$ cat src/rtl/sram_like_pkg.sv
// ---------------------------------------------------------------------------
// sram_like_pkg : shared encodings for the sram-like bus arbiter
// Revision      : 1.0
// ---------------------------------------------------------------------------
`default_nettype none

package sram_like_pkg;

  localparam int ARB_FIXED = 0;
  localparam int ARB_RR    = 1;

  localparam logic [1:0] SIZE_BYTE = 2'd0;
  localparam logic [1:0] SIZE_HALF = 2'd1;
  localparam logic [1:0] SIZE_WORD = 2'd2;

  localparam logic [0:0] LOCK_IDLE = 1'b0;
  localparam logic [0:0] LOCK_HELD = 1'b1;

  function automatic int clog2_min1(input int n);
    return (n > 1) ? $clog2(n) : 1;
  endfunction

endpackage

`default_nettype wire

$ cat src/rtl/id_fifo.sv
// ---------------------------------------------------------------------------
// id_fifo  : synchronous FIFO of issuing-channel IDs, wrap-around pointers
// Revision : 1.0
// ---------------------------------------------------------------------------
`default_nettype none

module id_fifo
  import sram_like_pkg::*;
#(
  parameter int WIDTH = 1,
  parameter int DEPTH = 4
) (
  input  logic                       clk,
  input  logic                       reset,
  input  logic                       push,
  input  logic [WIDTH-1:0]           push_data,
  input  logic                       pop,
  output logic [WIDTH-1:0]           pop_data,
  output logic                       full,
  output logic                       empty,
  output logic [$clog2(DEPTH+1)-1:0] count
);

  localparam int PTR_W = clog2_min1(DEPTH);
  localparam int CNT_W = $clog2(DEPTH+1);
  localparam logic [PTR_W-1:0] c_last  = PTR_W'(DEPTH-1);
  localparam logic [PTR_W-1:0] c_p_one = PTR_W'(1);
  localparam logic [CNT_W-1:0] c_depth = CNT_W'(DEPTH);
  localparam logic [CNT_W-1:0] c_c_one = CNT_W'(1);

  logic [WIDTH-1:0] r_mem [DEPTH];
  logic [PTR_W-1:0] r_wr_ptr;
  logic [PTR_W-1:0] r_rd_ptr;
  logic [CNT_W-1:0] r_count;
  logic             w_do_push;
  logic             w_do_pop;

  assign empty    = (r_count == '0);
  assign full     = (r_count == c_depth);
  assign count    = r_count;
  assign pop_data = r_mem[r_rd_ptr];

  // A pop in the same cycle frees the slot, so push is legal even when full.
  assign w_do_pop  = pop & ~empty;
  assign w_do_push = push & (~full | w_do_pop);

  always_ff @(posedge clk) begin
    if (w_do_push) begin
      r_mem[r_wr_ptr] <= push_data;
    end
  end

  always_ff @(posedge clk) begin
    if (reset) begin
      r_wr_ptr <= '0;
      r_rd_ptr <= '0;
      r_count  <= '0;
    end else begin
      if (w_do_push) begin
        r_wr_ptr <= (r_wr_ptr == c_last) ? '0 : r_wr_ptr + c_p_one;
      end
      if (w_do_pop) begin
        r_rd_ptr <= (r_rd_ptr == c_last) ? '0 : r_rd_ptr + c_p_one;
      end
      case ({w_do_push, w_do_pop})
        2'b10:   r_count <= r_count + c_c_one;
        2'b01:   r_count <= r_count - c_c_one;
        default: r_count <= r_count;
      endcase
    end
  end

endmodule

`default_nettype wire

$ cat src/rtl/sram_like_arbiter.sv
// ---------------------------------------------------------------------------
// sram_like_arbiter : N-channel sram-like bus arbiter, fixed or round-robin,
//                     bounded outstanding with in-order response routing
// Revision          : 1.0
// ---------------------------------------------------------------------------
`default_nettype none

module sram_like_arbiter
  import sram_like_pkg::*;
#(
  parameter int NUM_CH          = 2,
  parameter int ADDR_W          = 32,
  parameter int DATA_W          = 32,
  parameter int MAX_OUTSTANDING = 4,
  parameter int RR_MODE         = 0
) (
  input  logic                                 clk,
  input  logic                                 reset,
  input  logic [NUM_CH-1:0]                    m_req,
  input  logic [NUM_CH-1:0]                    m_wr,
  input  logic [NUM_CH*(DATA_W/8)-1:0]         m_wstrb,
  input  logic [NUM_CH*2-1:0]                  m_size,
  input  logic [NUM_CH*ADDR_W-1:0]             m_addr,
  input  logic [NUM_CH*DATA_W-1:0]             m_wdata,
  output logic [NUM_CH-1:0]                    m_addr_ok,
  output logic [NUM_CH-1:0]                    m_data_ok,
  output logic [DATA_W-1:0]                    m_rdata,
  output logic                                 s_req,
  output logic                                 s_wr,
  output logic [DATA_W/8-1:0]                  s_wstrb,
  output logic [1:0]                           s_size,
  output logic [ADDR_W-1:0]                    s_addr,
  output logic [DATA_W-1:0]                    s_wdata,
  input  logic                                 s_addr_ok,
  input  logic                                 s_data_ok,
  input  logic [DATA_W-1:0]                    s_rdata,
  output logic [$clog2(MAX_OUTSTANDING+1)-1:0] outstanding,
  output logic                                 err_spurious
);

  localparam int CH_W   = clog2_min1(NUM_CH);
  localparam int STRB_W = DATA_W / 8;

  logic [0:0]      r_state;
  logic [0:0]      w_state_next;
  logic [CH_W-1:0] r_lock_ch;
  logic [CH_W-1:0] r_rr_ptr;
  logic            r_err_spurious;
  logic            w_locked;
  logic            w_sel_valid;
  logic [CH_W-1:0] w_sel_ch;
  logic            w_win_valid;
  logic [CH_W-1:0] w_winner;
  logic [CH_W-1:0] w_rr_next;
  logic            w_accept;
  logic            w_resp;
  logic [CH_W-1:0] w_fifo_head;
  logic            w_fifo_full;
  logic            w_fifo_empty;

  // Requester selection when no request is locked onto the slave.
  always_comb begin : p_select
    int v_idx;
    v_idx       = 0;
    w_sel_valid = 1'b0;
    w_sel_ch    = '0;
    if (RR_MODE == ARB_RR) begin
      for (int k = 0; k < NUM_CH; k++) begin
        v_idx = (int'(r_rr_ptr) + k) % NUM_CH;
        if (!w_sel_valid && m_req[CH_W'(v_idx)]) begin
          w_sel_valid = 1'b1;
          w_sel_ch    = CH_W'(v_idx);
        end
      end
    end else begin
      for (int i = NUM_CH - 1; i >= 0; i--) begin
        if (m_req[i]) begin
          w_sel_valid = 1'b1;
          w_sel_ch    = CH_W'(i);
        end
      end
    end
  end

  assign w_winner    = reset ? '0 : (w_locked ? r_lock_ch : w_sel_ch);
  assign w_win_valid = ~reset & (w_locked | w_sel_valid);
  assign w_rr_next   = CH_W'((int'(w_winner) + 1) % NUM_CH);

  assign s_req    = w_win_valid & ~w_fifo_full;
  assign w_accept = s_req & s_addr_ok;
  assign w_resp   = s_data_ok & ~w_fifo_empty & ~reset;
  assign m_rdata  = s_rdata;

  always_comb begin
    s_wr    = m_wr[0];
    s_wstrb = m_wstrb[STRB_W-1:0];
    s_size  = m_size[1:0];
    s_addr  = m_addr[ADDR_W-1:0];
    s_wdata = m_wdata[DATA_W-1:0];
    for (int i = 1; i < NUM_CH; i++) begin
      if (w_winner == CH_W'(i)) begin
        s_wr    = m_wr[i];
        s_wstrb = m_wstrb[i*STRB_W +: STRB_W];
        s_size  = m_size[i*2 +: 2];
        s_addr  = m_addr[i*ADDR_W +: ADDR_W];
        s_wdata = m_wdata[i*DATA_W +: DATA_W];
      end
    end
  end

  always_comb begin
    m_addr_ok = '0;
    m_data_ok = '0;
    for (int i = 0; i < NUM_CH; i++) begin
      m_addr_ok[i] = w_accept && (w_winner == CH_W'(i));
      m_data_ok[i] = w_resp && (w_fifo_head == CH_W'(i));
    end
  end

  // Lock FSM: keeps a stalled request's fields stable until the slave takes it.
  always_ff @(posedge clk) begin
    if (reset) begin
      r_state   <= LOCK_IDLE;
      r_lock_ch <= '0;
    end else begin
      r_state <= w_state_next;
      if (s_req && !s_addr_ok) begin
        r_lock_ch <= w_winner;
      end
    end
  end

  always_comb begin
    w_state_next = r_state;
    case (r_state)
      LOCK_IDLE: if (s_req && !s_addr_ok) w_state_next = LOCK_HELD;
      LOCK_HELD: if (w_accept)            w_state_next = LOCK_IDLE;
      default:                            w_state_next = LOCK_IDLE;
    endcase
  end

  always_comb begin
    w_locked = (r_state == LOCK_HELD);
  end

  always_ff @(posedge clk) begin
    if (reset) begin
      r_rr_ptr       <= '0;
      r_err_spurious <= 1'b0;
    end else begin
      if (w_accept && (RR_MODE == ARB_RR)) begin
        r_rr_ptr <= w_rr_next;
      end
      r_err_spurious <= r_err_spurious | (s_data_ok & w_fifo_empty);
    end
  end

  assign err_spurious = r_err_spurious;

  id_fifo #(
    .WIDTH (CH_W),
    .DEPTH (MAX_OUTSTANDING)
  ) u_id_fifo (
    .clk       (clk),
    .reset     (reset),
    .push      (w_accept),
    .push_data (w_winner),
    .pop       (w_resp),
    .pop_data  (w_fifo_head),
    .full      (w_fifo_full),
    .empty     (w_fifo_empty),
    .count     (outstanding)
  );

endmodule

`default_nettype wire

$ cat config.mk
export PLATFORM = sky130hd
export DESIGN_NAME = sram_like_arbiter
export DESIGN_NICKNAME = d
export VERILOG_FILES = /design/src/rtl/sram_like_pkg.sv /design/src/rtl/id_fifo.sv /design/src/rtl/sram_like_arbiter.sv
export SDC_FILE = /design/constraint.sdc
export NUM_CORES = 1
export LEC_CHECK = 0
export ABC_AREA = 1
export BUFFER_PORTS_ARGS = -buffer_cell sky130_fd_sc_hd__buf_2
export CORE_AREA = 2 2 112 114
export CTS_CLUSTER_SIZE = 14
export DETAILED_ROUTE_END_ITERATION = 10
export DIE_AREA = 0 0 114 116
export HOLD_SLACK_MARGIN = 0.12
export PLACE_DENSITY = 0.61
export SETUP_SLACK_MARGIN = 0.2
export SKIP_LAST_GASP = 1
export SLEW_MARGIN = 30
export SYNTH_ARGS = -nofsm -noshare
export SYNTH_HDL_FRONTEND = slang
export SYNTH_SLANG_ARGS = --single-unit
$ cat constraint.sdc
create_clock -name clk -period 2.4 [get_ports clk]
set_clock_uncertainty 0.2 [all_clocks]
set_input_delay 0.6 -clock clk [delete_from_list [all_inputs] [get_ports clk]]
set_output_delay 0.6 -clock clk [all_outputs]
set_load 0.005 [all_outputs]
==> metrics.txt, run 1 <==
outcome complete, but fails checks; violated checks setup timing; endpoint of the worst hold path err_spurious; clock input transition at the sequential cells of the worst setup and hold paths 0.05 ns; capture point of the worst reg-to-reg path u_id_fifo.count[1]; cell count after synthesis 365; Port Buf Inserts between 200 and 250; post-synthesis register bit count 16; total negative setup slack -0.0482 ns; Logic pwr share about half; Worst Setup Slack, final -0.0117 ns; final instance area 0.00370 mm^2; NetSw 448 uW; worst hold path class reg2reg; static leakage 2.20 nW; IO Count approximately 290; Int Power 877 uW; placement-stage worst setup slack -0.0882 ns; RSZ-0062 raised after global routing yes; final cell utilization of the core 31.1%; share of power burned in registers 24.0%; library cells used by synthesis 19; worst reg2reg setup slack 0.37 ns; final critical path time including I/O delays and setup between 2 and 2.5 ns; remaining number of nets flagged by the antenna check after routing 0; Mapped Nets between 500 and 600; achievable clock frequency 0.415 GHz; critical path required time 1.60 ns; count of filler cells inserted in the layout 1315; Cell Pwr Density 358 mW/mm^2; Post-CTS Hold Buffers 0; Critical Setup Path Class in2out; launching element type of the critical path primary input; number of buffers created by CTS 3; combined area of the multi-input logic cells ~0.0014 mm^2; sequential-to-total area share from yosys stat 18.5%; Clock Latency Late Sink 0.25 ns; DP Cell Count a little over 700; area overhead of the layout relative to synthesis 89.6%; Sequential Area 364 um^2; vias in the first global route around 2.4k; DRC violations left 0; Pre-Repair DR Iteration Count 5; CTS Sinks 16; post-layout power 1.33 mW; Initial Utilization 16.4%; H-tree depth 1; endpoints failing hold 0; cell area after placement 0.00311 mm^2; first-pass GRT wire length 12300 um; antenna diode count 0; global placement routability congestion 0.739; clock tree from TritonCTS yes; pin count of the biggest net entering global routing 29; Slew @ Worst Pin 0.221 ns; DR WL/cell 13.6 um; DR vias/cell roughly 4.0; Final Net Count around 760; total congestion overflow 0; Die Width 114 um; Yosys warning count 0; CTS root buffer sky130_fd_sc_hd__clkbuf_16; Tcrit/Tclk final 100%; core outline area 0.0119 mm^2; Worst Reg-to-Reg Cells 9; endpoint type of the worst setup path primary output; number of antenna violations at the first check in global routing 0; portion of total power attributed to the clock network 24.9%; signal arrival time at the worst endpoint 1.61 ns; critical hold path startpoint err_spurious; Pins Over Slew Limit 0; max_cap viols 0; buffer depth of the longest clock path 2; overall track demand over capacity in global routing 11.9%; reg-to-reg startpoint u_id_fifo.count[0]; Routed Wire Length 9840 um; standard-cell row count 40; number of violations reported at the end of detailed-routing iteration 0 approximately 120; number of instances on the worst hold path 2; WHS roughly 0.24 ns; Slew headroom 85.2%; Die Area around 0.013 mm^2; layout cell share with drive strength beyond 1 53.3%; Final Instance Count excl. Fillers 721; maximum fanout along the worst path 6; count of vias placed by the detailed router 2852; final HPWL from detailed placement 6890 um; Finish-stage setup viols 13; average footprint of a synthesized cell 5.34 um^2; height of the die 116 um; Max IR drop VDD between 200 and 250 uV; switching share of power 33.8%; combined area of all synthesized cells 0.00195 mm^2
-- worst max-delay path: stages --
cell and delay [ns]:
sky130_fd_sc_hd__buf_6 0.09, sky130_fd_sc_hd__inv_4 0.05, sky130_fd_sc_hd__o21ai_4 0.05, sky130_fd_sc_hd__nor3_4 0.17, sky130_fd_sc_hd__buf_12 0.19, sky130_fd_sc_hd__inv_16 0.06, sky130_fd_sc_hd__buf_12 0.14, sky130_fd_sc_hd__nand2_1 0.05
sky130_fd_sc_hd__nand2_1 0.06, sky130_fd_sc_hd__buf_4 0.14
-- metal layers --
layer,track usage [%],wire [um],vias to the layer above
met5,0,0,-
met4,2.11,67,0
met3,3.92,1150,7
met2,20.6,4740,179
met1,14.5,3890,1181
li1,-,-,1485
-- power by group through the flow --
stage / combinational (mW) / clock [mW] / sequential (mW)
floorplan: 0.294 / 0 / 0.319
global placement: 0.544 / 0 / 0.320
detailed placement: 0.543 / 0 / 0.321
CTS: 0.617 / 0.333 / 0.317
global route: 0.750 / 0.344 / 0.322
finish: 0.677 / 0.330 / 0.318
-- cell usage after synthesis --
cell | count | share of area, %
sky130_fd_sc_hd__a21oi_1 | 9 | 2.3
sky130_fd_sc_hd__buf_2 | 8 | 2.1
sky130_fd_sc_hd__buf_4 | 39 | 15
sky130_fd_sc_hd__buf_6 | 1 | 0.58
sky130_fd_sc_hd__dfxtp_1 | 12 | 12
sky130_fd_sc_hd__edfxtp_1 | 4 | 6.2
sky130_fd_sc_hd__fa_1 | 1 | 1.0
sky130_fd_sc_hd__ha_1 | 6 | 3.8
sky130_fd_sc_hd__inv_1 | 18 | 3.5
sky130_fd_sc_hd__inv_2 | 1 | 0.19
sky130_fd_sc_hd__nand2_1 | 234 | 45
sky130_fd_sc_hd__nand3_1 | 4 | 1.0
sky130_fd_sc_hd__nand4_1 | 3 | 0.96
sky130_fd_sc_hd__nor2_1 | 19 | 3.7
sky130_fd_sc_hd__nor2_2 | 1 | 0.32
sky130_fd_sc_hd__nor3_4 | 1 | 0.83
sky130_fd_sc_hd__o21ai_0 | 2 | 0.51
sky130_fd_sc_hd__o21ai_1 | 1 | 0.26
sky130_fd_sc_hd__xor2_1 | 1 | 0.45
-- logic make-up after synthesis --
kind of cell    after synthesis  share of synthesized area, %
flops                        16                          18.5
simple gates                262                          51.8
fa+ha+maj                     7                          4.87
compound gates               12                          3.08
buf+inv                      67                          21.3
xor+xnor                      1                         0.449
-- worst max path at each step --
| stage | start | to | slack (ns) | cells after the start |
|---|---|---|---|---|
| 3_3_place_gp | m_req[0] | s_wdata[3] | -0.07 | 8 |
| 4_1_cts | m_req[0] | s_wstrb[3] | -0.05 | 9 |
| 3_5_place_dp | m_req[0] | s_wdata[3] | -0.09 | 8 |
| 6_report | m_req[0] | s_wstrb[3] | -0.01 | 10 |
| 2_1_floorplan | reset | u_id_fifo.count[2] | 0.21 | 12 |
| 5_1_grt | flip-flop | s_addr[4] | -0.09 | 8 |
-- placed cells by master, fill, tap and decap left out, drive strengths merged --
| master | count |
|---|---|
| ha | 6 |
| nor2 | 20 |
| xor2 | 1 |
| inv | 20 |
| nand2 | 234 |
| o21ai | 3 |
| buf | 248 |
| a21oi | 9 |
| nor3 | 1 |
| nand3 | 4 |
| edfxtp | 4 |
| clkbuf | 8 |
| dfxtp | 12 |
| nand4 | 3 |
| fa | 1 |
-- layout make-up --
cell class              instances  area share (%)
clock buffers                   4            2.13
repair buffers                252            42.9
well taps                     147            4.97
flip-flops and latches         16            9.84
inverters                      19            2.64
multi-input cells             282            37.2
repair inverters                1           0.304
-- what timing repair did --
| item | CTS | global route |
|---|---|---|
| gates cloned | 5 | 5 |
| setup buffers | 2 | 0 |
| endpoints found under the setup margin | 73 | 74 |
| resized for setup | 35 | 46 |
| pin swaps | 3 | 4 |
Power figures use the tool's default switching activity.
==> inputs of run 2 (changes only) <==
--- a/config.mk
+++ b/config.mk
@@ -11,6 +11,7 @@
 export CTS_CLUSTER_SIZE = 14
 export DETAILED_ROUTE_END_ITERATION = 10
 export DIE_AREA = 0 0 114 116
+export GPL_TIMING_DRIVEN = 0
 export HOLD_SLACK_MARGIN = 0.12
 export PLACE_DENSITY = 0.61
 export SETUP_SLACK_MARGIN = 0.2
==> run 2 against run 1 <==
  * The run still ends with setup timing left
  * Sequential share of layout area shrank 0.50 points
  * First-iteration DRC count shrank 36%
  * Worst setup slack lost 0.011 ns
  * Sequential power is essentially flat
  * Largest cell class unchanged
  * Highest routed layer unchanged
==> metrics.txt, run 2 (synthesized netlist as in run 1, its figures left out) <==
Final Net Count 826 (+8.4%); Port Buf Inserts 258 (+14%); global placement routability congestion 0.748 (+1.2%); worst hold path class reg2reg; worst-path cell with the longest stage delay sky130_fd_sc_hd__buf_4; first-pass GRT wire length 13400 um (+9.6%); Finish-stage setup viols 14 (+1); height of the die 116 um (unchanged); switching share of power 32.4% (-1.4 points); DRC violations left 0 (unchanged); Post-CTS Hold Buffers 0 (unchanged); area overhead of the layout relative to synthesis 99.8%; remaining number of nets flagged by the antenna check after routing 0 (unchanged); critical hold path startpoint err_spurious; most frequent standard cell in the layout excluding fill and tap cells sky130_fd_sc_hd__buf_2; Die Width 114 um (unchanged); IO Count 292 (unchanged); combined area of the multi-input logic cells 0.00126 mm^2 (-8.7%); standard-cell row count 40 (unchanged); layout cell share with drive strength beyond 1 54.1% (+0.77 points); NetSw 445 uW (-0.77%); Critical Setup Path Class in2out; reg-to-reg startpoint u_id_fifo.count[0]; count of vias placed by the detailed router 3033 (+6.3%); number of buffers created by CTS 3 (unchanged); overall track demand over capacity in global routing 12.8% (+0.96 points); number of instances on the worst hold path 2 (unchanged); core outline area 0.0119 mm^2 (unchanged); Pins Over Slew Limit 0 (unchanged); violated checks setup timing; signal arrival time at the worst endpoint 1.62 ns (about the same); portion of total power attributed to the clock network 26.2% (+1.3 points); Initial Utilization 16.4% (unchanged); Clock Latency Late Sink 0.25 ns (about the same); CP delay by family, top buffers and inverters; highest-count cells in the layout ignoring fill and taps sky130_fd_sc_hd__buf_2, sky130_fd_sc_hd__nand2_1, sky130_fd_sc_hd__buf_4; Max IR drop VDD 230 uV (+2.0%); Pre-Repair DR Iteration Count 4 (-1); RSZ-0062 raised after global routing yes; Die Area 0.0132 mm^2 (unchanged); start point of the critical path m_req[0]; maximum fanout along the worst path 10 (+4); endpoint type of the worst setup path primary output; max_cap viols 0 (unchanged); number of violations reported at the end of detailed-routing iteration 0 76 (-36%); Logic pwr share 50.7% (-0.4 points); DR vias/cell 3.86 (-2.3%); Int Power 927 uW (+5.6%); pin count of the biggest net entering global routing 14 (-52%); Worst Reg-to-Reg Cells 12 (+3); H-tree depth 1 (unchanged); WHS 0.248 ns (+0.00870 ns); placement-stage worst setup slack -0.327 ns (-0.239 ns); final critical path time including I/O delays and setup 2.42 ns (+0.0107 ns); total congestion overflow 0 (unchanged); DR WL/cell 12.5 um (-8.3%); achievable clock frequency 0.413 GHz (-0.44%); Slew headroom 87.4% (+2.1 points); CP cell instances buf_6 > inv_4 > o21ai_2 > nor3_4 > buf_6 > inv_8 > buf_4 > nand2_1 > nand2_1 > buf_2; Tcrit/Tclk final 101% (+0.45 points); Slew @ Worst Pin 0.189 ns (-0.0319 ns); cell area after placement 0.00347 mm^2 (+11%); count of filler cells inserted in the layout 1356 (+3.1%); Cell Pwr Density 352 mW/mm^2 (-1.8%); buffer depth of the longest clock path 2 (unchanged); Sequential Area 364 um^2 (unchanged); critical path required time 1.60 ns (about the same); antenna diode count 0 (unchanged); static leakage 2.43 nW (+10%); share of power burned in registers 23.2% (-0.8 points); worst reg2reg setup slack 0.38 ns (about the same); final instance area 0.00390 mm^2 (+5.4%); Worst Setup Slack, final -0.0224 ns (-0.0107 ns); Routed Wire Length 9820 um (-0.17%); outcome complete, but fails checks; final HPWL from detailed placement 8050 um (+17%); vias in the first global route 2745 (+14%); CTS root buffer sky130_fd_sc_hd__clkbuf_16; number of antenna violations at the first check in global routing 0 (unchanged); launching element type of the critical path primary input; Worst path depth 10 (unchanged); CTS Sinks 16 (unchanged); clock tree from TritonCTS yes; endpoints failing hold 0 (unchanged); number of buffer and inverter instances along the worst setup path 6 (unchanged); clock input transition at the sequential cells of the worst setup and hold paths 0.05 ns (about the same); slowest stage delay, CP 0.18 ns (about the same)
[run 2: cell count changes in the layout (fill, tap and decap cells not counted), moves of 4 or more]
cell / delta
sky130_fd_sc_hd__buf_4: +26
sky130_fd_sc_hd__nand2_4: -9
sky130_fd_sc_hd__buf_2: +35
sky130_fd_sc_hd__nand2_1: +29
sky130_fd_sc_hd__buf_16: -4
sky130_fd_sc_hd__nand2_2: -20
sky130_fd_sc_hd__buf_8: +10
[run 2: power groups by stage]
stage | clock (mW) | combinational [mW] | sequential [mW]
6_report | 0.359 | 0.695 | 0.318
5_1_grt | 0.374 | 0.782 | 0.321
4_1_cts | 0.365 | 0.687 | 0.316
3_5_place_dp | 0 | 0.619 | 0.321
3_3_place_gp | 0 | 0.616 | 0.320
2_1_floorplan | 0 | 0.294 | 0.319
[run 2: per-layer routing]
metal | vias to the layer above | track usage, % | part of all wire [%]
met5 | - | 0 | 0
met4 | 0 | 2.03 | 0.36
met3 | 4 | 2.14 | 8.2
met2 | 141 | 24.0 | 51
met1 | 1277 | 15.7 | 40
li1 | 1611 | - | -
[run 2: worst register-to-register path: cells and delay by family (launching register included)]
kind,cells,cell delay [ns]
compound gates,2,0.16
simple gates,7,0.61
flops,1,0.38
fa+ha+maj,2,0.53
buf+inv,1,0.07
[run 2: cell type report]
class | count | area share [%]
multi-input combinational | 282 | 32.2
tap | 147 | 4.72
timing repair buffer | 269 | 37.1
buffer | 48 | 12.0
inverter | 19 | 2.28
sequential | 16 | 9.34
clock buffer | 4 | 2.28
[run 2: worst paths after layout]
kind | endpoint
max | s_addr[19]
min | err_spurious
max reg2reg | u_id_fifo.count[2]
min reg2reg | err_spurious
[run 2: timing repair]
item,in CTS,in global routing
buffers inserted,4,4
pin swaps,1,5
gates resized for setup,52,13
endpoints found under the setup margin,75,76
gates cloned,2,1
[run 2: stage by stage]
stage               setup TNS [ns]  total power [mW]  cells  util, %
floorplan                        0             0.613    365        -
global placement            -10.95             0.936    770     29.1
detailed placement          -10.87             0.940    770     29.1
CTS                          -2.66              1.37    780     32.0
global route                 -3.18              1.48    785     32.7
finish                      -0.142              1.37    785     32.7
==> inputs of run 3 (changes only) <==
--- a/config.mk
+++ b/config.mk
@@ -13,10 +13,13 @@
 export DIE_AREA = 0 0 114 116
 export GPL_TIMING_DRIVEN = 0
 export HOLD_SLACK_MARGIN = 0.12
-export PLACE_DENSITY = 0.61
+export PLACE_DENSITY = 0.62
+export RECOVER_POWER = 100
+export REMOVE_ABC_BUFFERS = 1
 export SETUP_SLACK_MARGIN = 0.2
 export SKIP_LAST_GASP = 1
 export SLEW_MARGIN = 30
 export SYNTH_ARGS = -nofsm -noshare
 export SYNTH_HDL_FRONTEND = slang
+export SYNTH_HIERARCHICAL = 1
 export SYNTH_SLANG_ARGS = --single-unit
==> run 3 against run 2 <==
  * Clock power fell by 6.7%
  * Global-route usage grew 2.4 points
  * Cell area increased by 2.0%
  * Wire length up 20%
  * Non-clock buffer count down 49
  * Sequential share of layout area decreased by 0.053 points
  * The flow still finishes with violations (setup timing)
==> metrics.txt, run 3 <==
cell occurring most often along the worst timing path sky130_fd_sc_hd__nor2_4; Slew @ Worst Pin 0.280 ns (+0.0912 ns); Max IR drop VDD 281 uV (+22%); sequential-to-total area share from yosys stat 17.4% (-1.1 points); CTS Sinks 16 (unchanged); overall track demand over capacity in global routing 15.2% (+2.4 points); final critical path time including I/O delays and setup 2.46 ns (+0.0413 ns); antenna diode count 0 (unchanged); final HPWL from detailed placement 8790 um (+9.3%); asr flop ratio synth 0% (unchanged); Yosys warning count 6 (+6); Routed Wire Length 11800 um (+20%); signal arrival time at the worst endpoint 1.66 ns (+0.04 ns); static leakage 2.38 nW (-1.9%); Worst Setup Slack, final -0.0637 ns (-0.0413 ns); Clock Latency Late Sink 0.25 ns (about the same); Cell Pwr Density 339 mW/mm^2 (-3.8%); max_cap viols 0 (unchanged); count of flip-flops with a built-in enable after synthesis 4 (unchanged); vias in the first global route 2804 (+2.1%); Post-CTS Hold Buffers 0 (unchanged); Synth area leaders sky130_fd_sc_hd__nand2_1, sky130_fd_sc_hd__buf_4, sky130_fd_sc_hd__dfxtp_1; endpoints failing hold 0 (unchanged); total congestion overflow 0 (unchanged); post-layout power 1.35 mW (-1.9%); violated checks setup timing; DR WL/cell 15.8 um (+26%); outcome complete, but fails checks; count of filler cells inserted in the layout 1349 (-0.52%); Logic pwr share 52.7% (+2.0 points); switching share of power 34.9% (+2.4 points); NetSw 469 uW (+5.5%); pin count of the biggest net entering global routing 29 (+15); Critical Setup Path Class in2out; worst hold path class reg2reg; Synth top cells by count sky130_fd_sc_hd__nand2_1, sky130_fd_sc_hd__buf_4, sky130_fd_sc_hd__inv_1, sky130_fd_sc_hd__nor2_1, sky130_fd_sc_hd__dfxtp_1; maximum fanout along the worst path 13 (+3); Port Buf Inserts 227 (-12%); dominant register cell in the synthesized netlist sky130_fd_sc_hd__dfxtp_1; Pre-Repair DR Iteration Count 4 (unchanged); cell area after placement 0.00316 mm^2 (-9.0%); count of vias placed by the detailed router 3051 (+0.59%); launching element type of the critical path primary input; achievable clock frequency 0.406 GHz (-1.7%); CP cell instances buf_8 > nor2_4 > nor2_4 > nor2_4 > buf_12 > clkbuf_16 > nand2_1 > nand2_1 > buf_2; layout cell share with drive strength beyond 1 54.3% (+0.26 points); slowest stage delay, CP 0.18 ns (about the same); Pins Over Slew Limit 0 (unchanged); library cells used by synthesis 28 (+9); Die Area 0.0132 mm^2 (unchanged); combined area of the multi-input logic cells 0.00143 mm^2 (+14%); Tcrit/Tclk final 103% (+1.7 points); worst-path cell with the longest stage delay sky130_fd_sc_hd__buf_12; height of the die 116 um (unchanged); core outline area 0.0119 mm^2 (unchanged); cell count after synthesis 374 (+2.5%); clock input transition at the sequential cells of the worst setup and hold paths 0.05 ns (about the same); post-synthesis register bit count 16 (unchanged); first-pass GRT wire length 15200 um (+13%); RSZ-0062 raised after global routing yes; endpoint type of the worst setup path primary output; most area-hungry cell type in the Yosys netlist sky130_fd_sc_hd__nand2_1; Slew headroom 81.3% (-6.1 points); average footprint of a synthesized cell 5.54 um^2 (+3.7%); portion of total power attributed to the clock network 24.9% (-1.3 points); Finish-stage setup viols 44 (+30); Int Power 876 uW (-5.4%); combined area of all synthesized cells 0.00207 mm^2 (+6.3%); share of power burned in registers 22.4% (-0.8 points); H-tree depth 1 (unchanged); DR vias/cell 4.08 (+5.7%); clock tree from TritonCTS yes; most frequent standard cell in the layout excluding fill and tap cells sky130_fd_sc_hd__buf_2; fraction of post-synthesis cell area in the top cell type by area 40.7% (-4.3 points); number of buffers created by CTS 3 (unchanged); Final Net Count 787 (-4.7%); critical path required time 1.60 ns (about the same); CTS root buffer sky130_fd_sc_hd__clkbuf_16; highest-count cells in the layout ignoring fill and taps sky130_fd_sc_hd__buf_2, sky130_fd_sc_hd__nand2_1, sky130_fd_sc_hd__buf_4; DRC violations left 0 (unchanged); remaining number of nets flagged by the antenna check after routing 0 (unchanged); number of antenna violations at the first check in global routing 0 (unchanged); global placement routability congestion 0.784 (+4.9%); final instance area 0.00397 mm^2 (+2.0%); Die Width 114 um (unchanged); area overhead of the layout relative to synthesis 91.7%; number of violations reported at the end of detailed-routing iteration 0 124 (+63%); standard-cell row count 40 (unchanged); Sequential Area 369 um^2 (+1.4%); leading cell type by number of instances after synthesis sky130_fd_sc_hd__nand2_1; buffer depth of the longest clock path 2 (unchanged); IO Count 292 (unchanged); Initial Utilization 17.4% (+1.0 points)
## run 3: cell types whose count changed after synthesis, sizes merged, moves of 2 or more
cell,previous run,this run
inv,19,26
o21ai,3,6
a21oi,9,7
nand2,234,232
nor2,20,22
## run 3: kinds of logic (layout without fill, tap and decap cells)
kind of cell	count (synthesis)	after routing	share of synthesized area, %
AOI/OAI and AO/OA	16	16	5.31
DFF	16	16	17.4
buffers and inverters	73	298	22.1
adders and majority gates	6	6	3.98
and+or+nand+nor	263	264	51.2
## run 3: power groups by stage
stage / registers (mW) / logic, mW / clock network, mW
after floorplan: 0.306 / 0.221 / 0
after global placement: 0.307 / 0.523 / 0
after detailed placement: 0.308 / 0.542 / 0
after CTS: 0.302 / 0.614 / 0.343
after global routing: 0.303 / 0.777 / 0.350
final: 0.301 / 0.709 / 0.335
## run 3: routing by layer
metal / vias up / global-route usage [%] / part of all wire [%]
li1: 1548 / - / -
met1: 1312 / 20.0 / 42
met2: 175 / 22.4 / 46
met3: 14 / 7.06 / 9.8
met4: 2 / 3.01 / 1.4
met5: - / 3.70 / 0.33
## run 3: layout make-up
type | count | area share, %
Clock buffer | 3 | 1.89
Clock inverter | 1 | 0.0945
Inverter | 26 | 2.77
Multi-Input combinational cell | 286 | 36.0
Sequential cell | 16 | 9.29
Tap cell | 147 | 4.63
Timing Repair Buffer | 268 | 45.3
## run 3: through the flow
| step | util (%) | setup WS [ns] | TNS [ns] | hold slack (ns) | cells |
|---|---|---|---|---|---|
| 2_1_floorplan | - | -1.70 | -129.87 | 0.260 | 327 |
| 3_3_place_gp | 25.5 | -3.67 | -256.81 | 0.249 | 701 |
| 3_5_place_dp | 26.5 | -0.503 | -26.63 | 0.258 | 705 |
| 4_1_cts | 29.7 | -0.0673 | -1.50 | 0.270 | 722 |
| 5_1_grt | 33.4 | -0.114 | -5.36 | 0.308 | 747 |
| 6_report | 33.4 | -0.0637 | -0.854 | 0.274 | 747 |
## run 3: final timing paths
path                      startpoint            endpoint  slack (ns)  depth (start not counted)
hold reg to reg         err_spurious        err_spurious        0.27                          2
setup / recovery            m_req[0]          s_addr[12]       -0.06                          9
hold / removal          err_spurious        err_spurious        0.27                          2
setup reg to reg  u_id_fifo/count[0]  u_id_fifo/count[1]        0.23                         11
## run 3: worst max-delay path: cells and delay by family
family        cells  cell delay [ns]
buf+inv           4             0.58
simple gates      5             0.48
## run 3: what timing repair did
item,CTS,global route
setup endpoints to repair,75,76
gates resized for setup,48,41
pin swaps,8,16
cloned,3,7
setup buffers,10,18
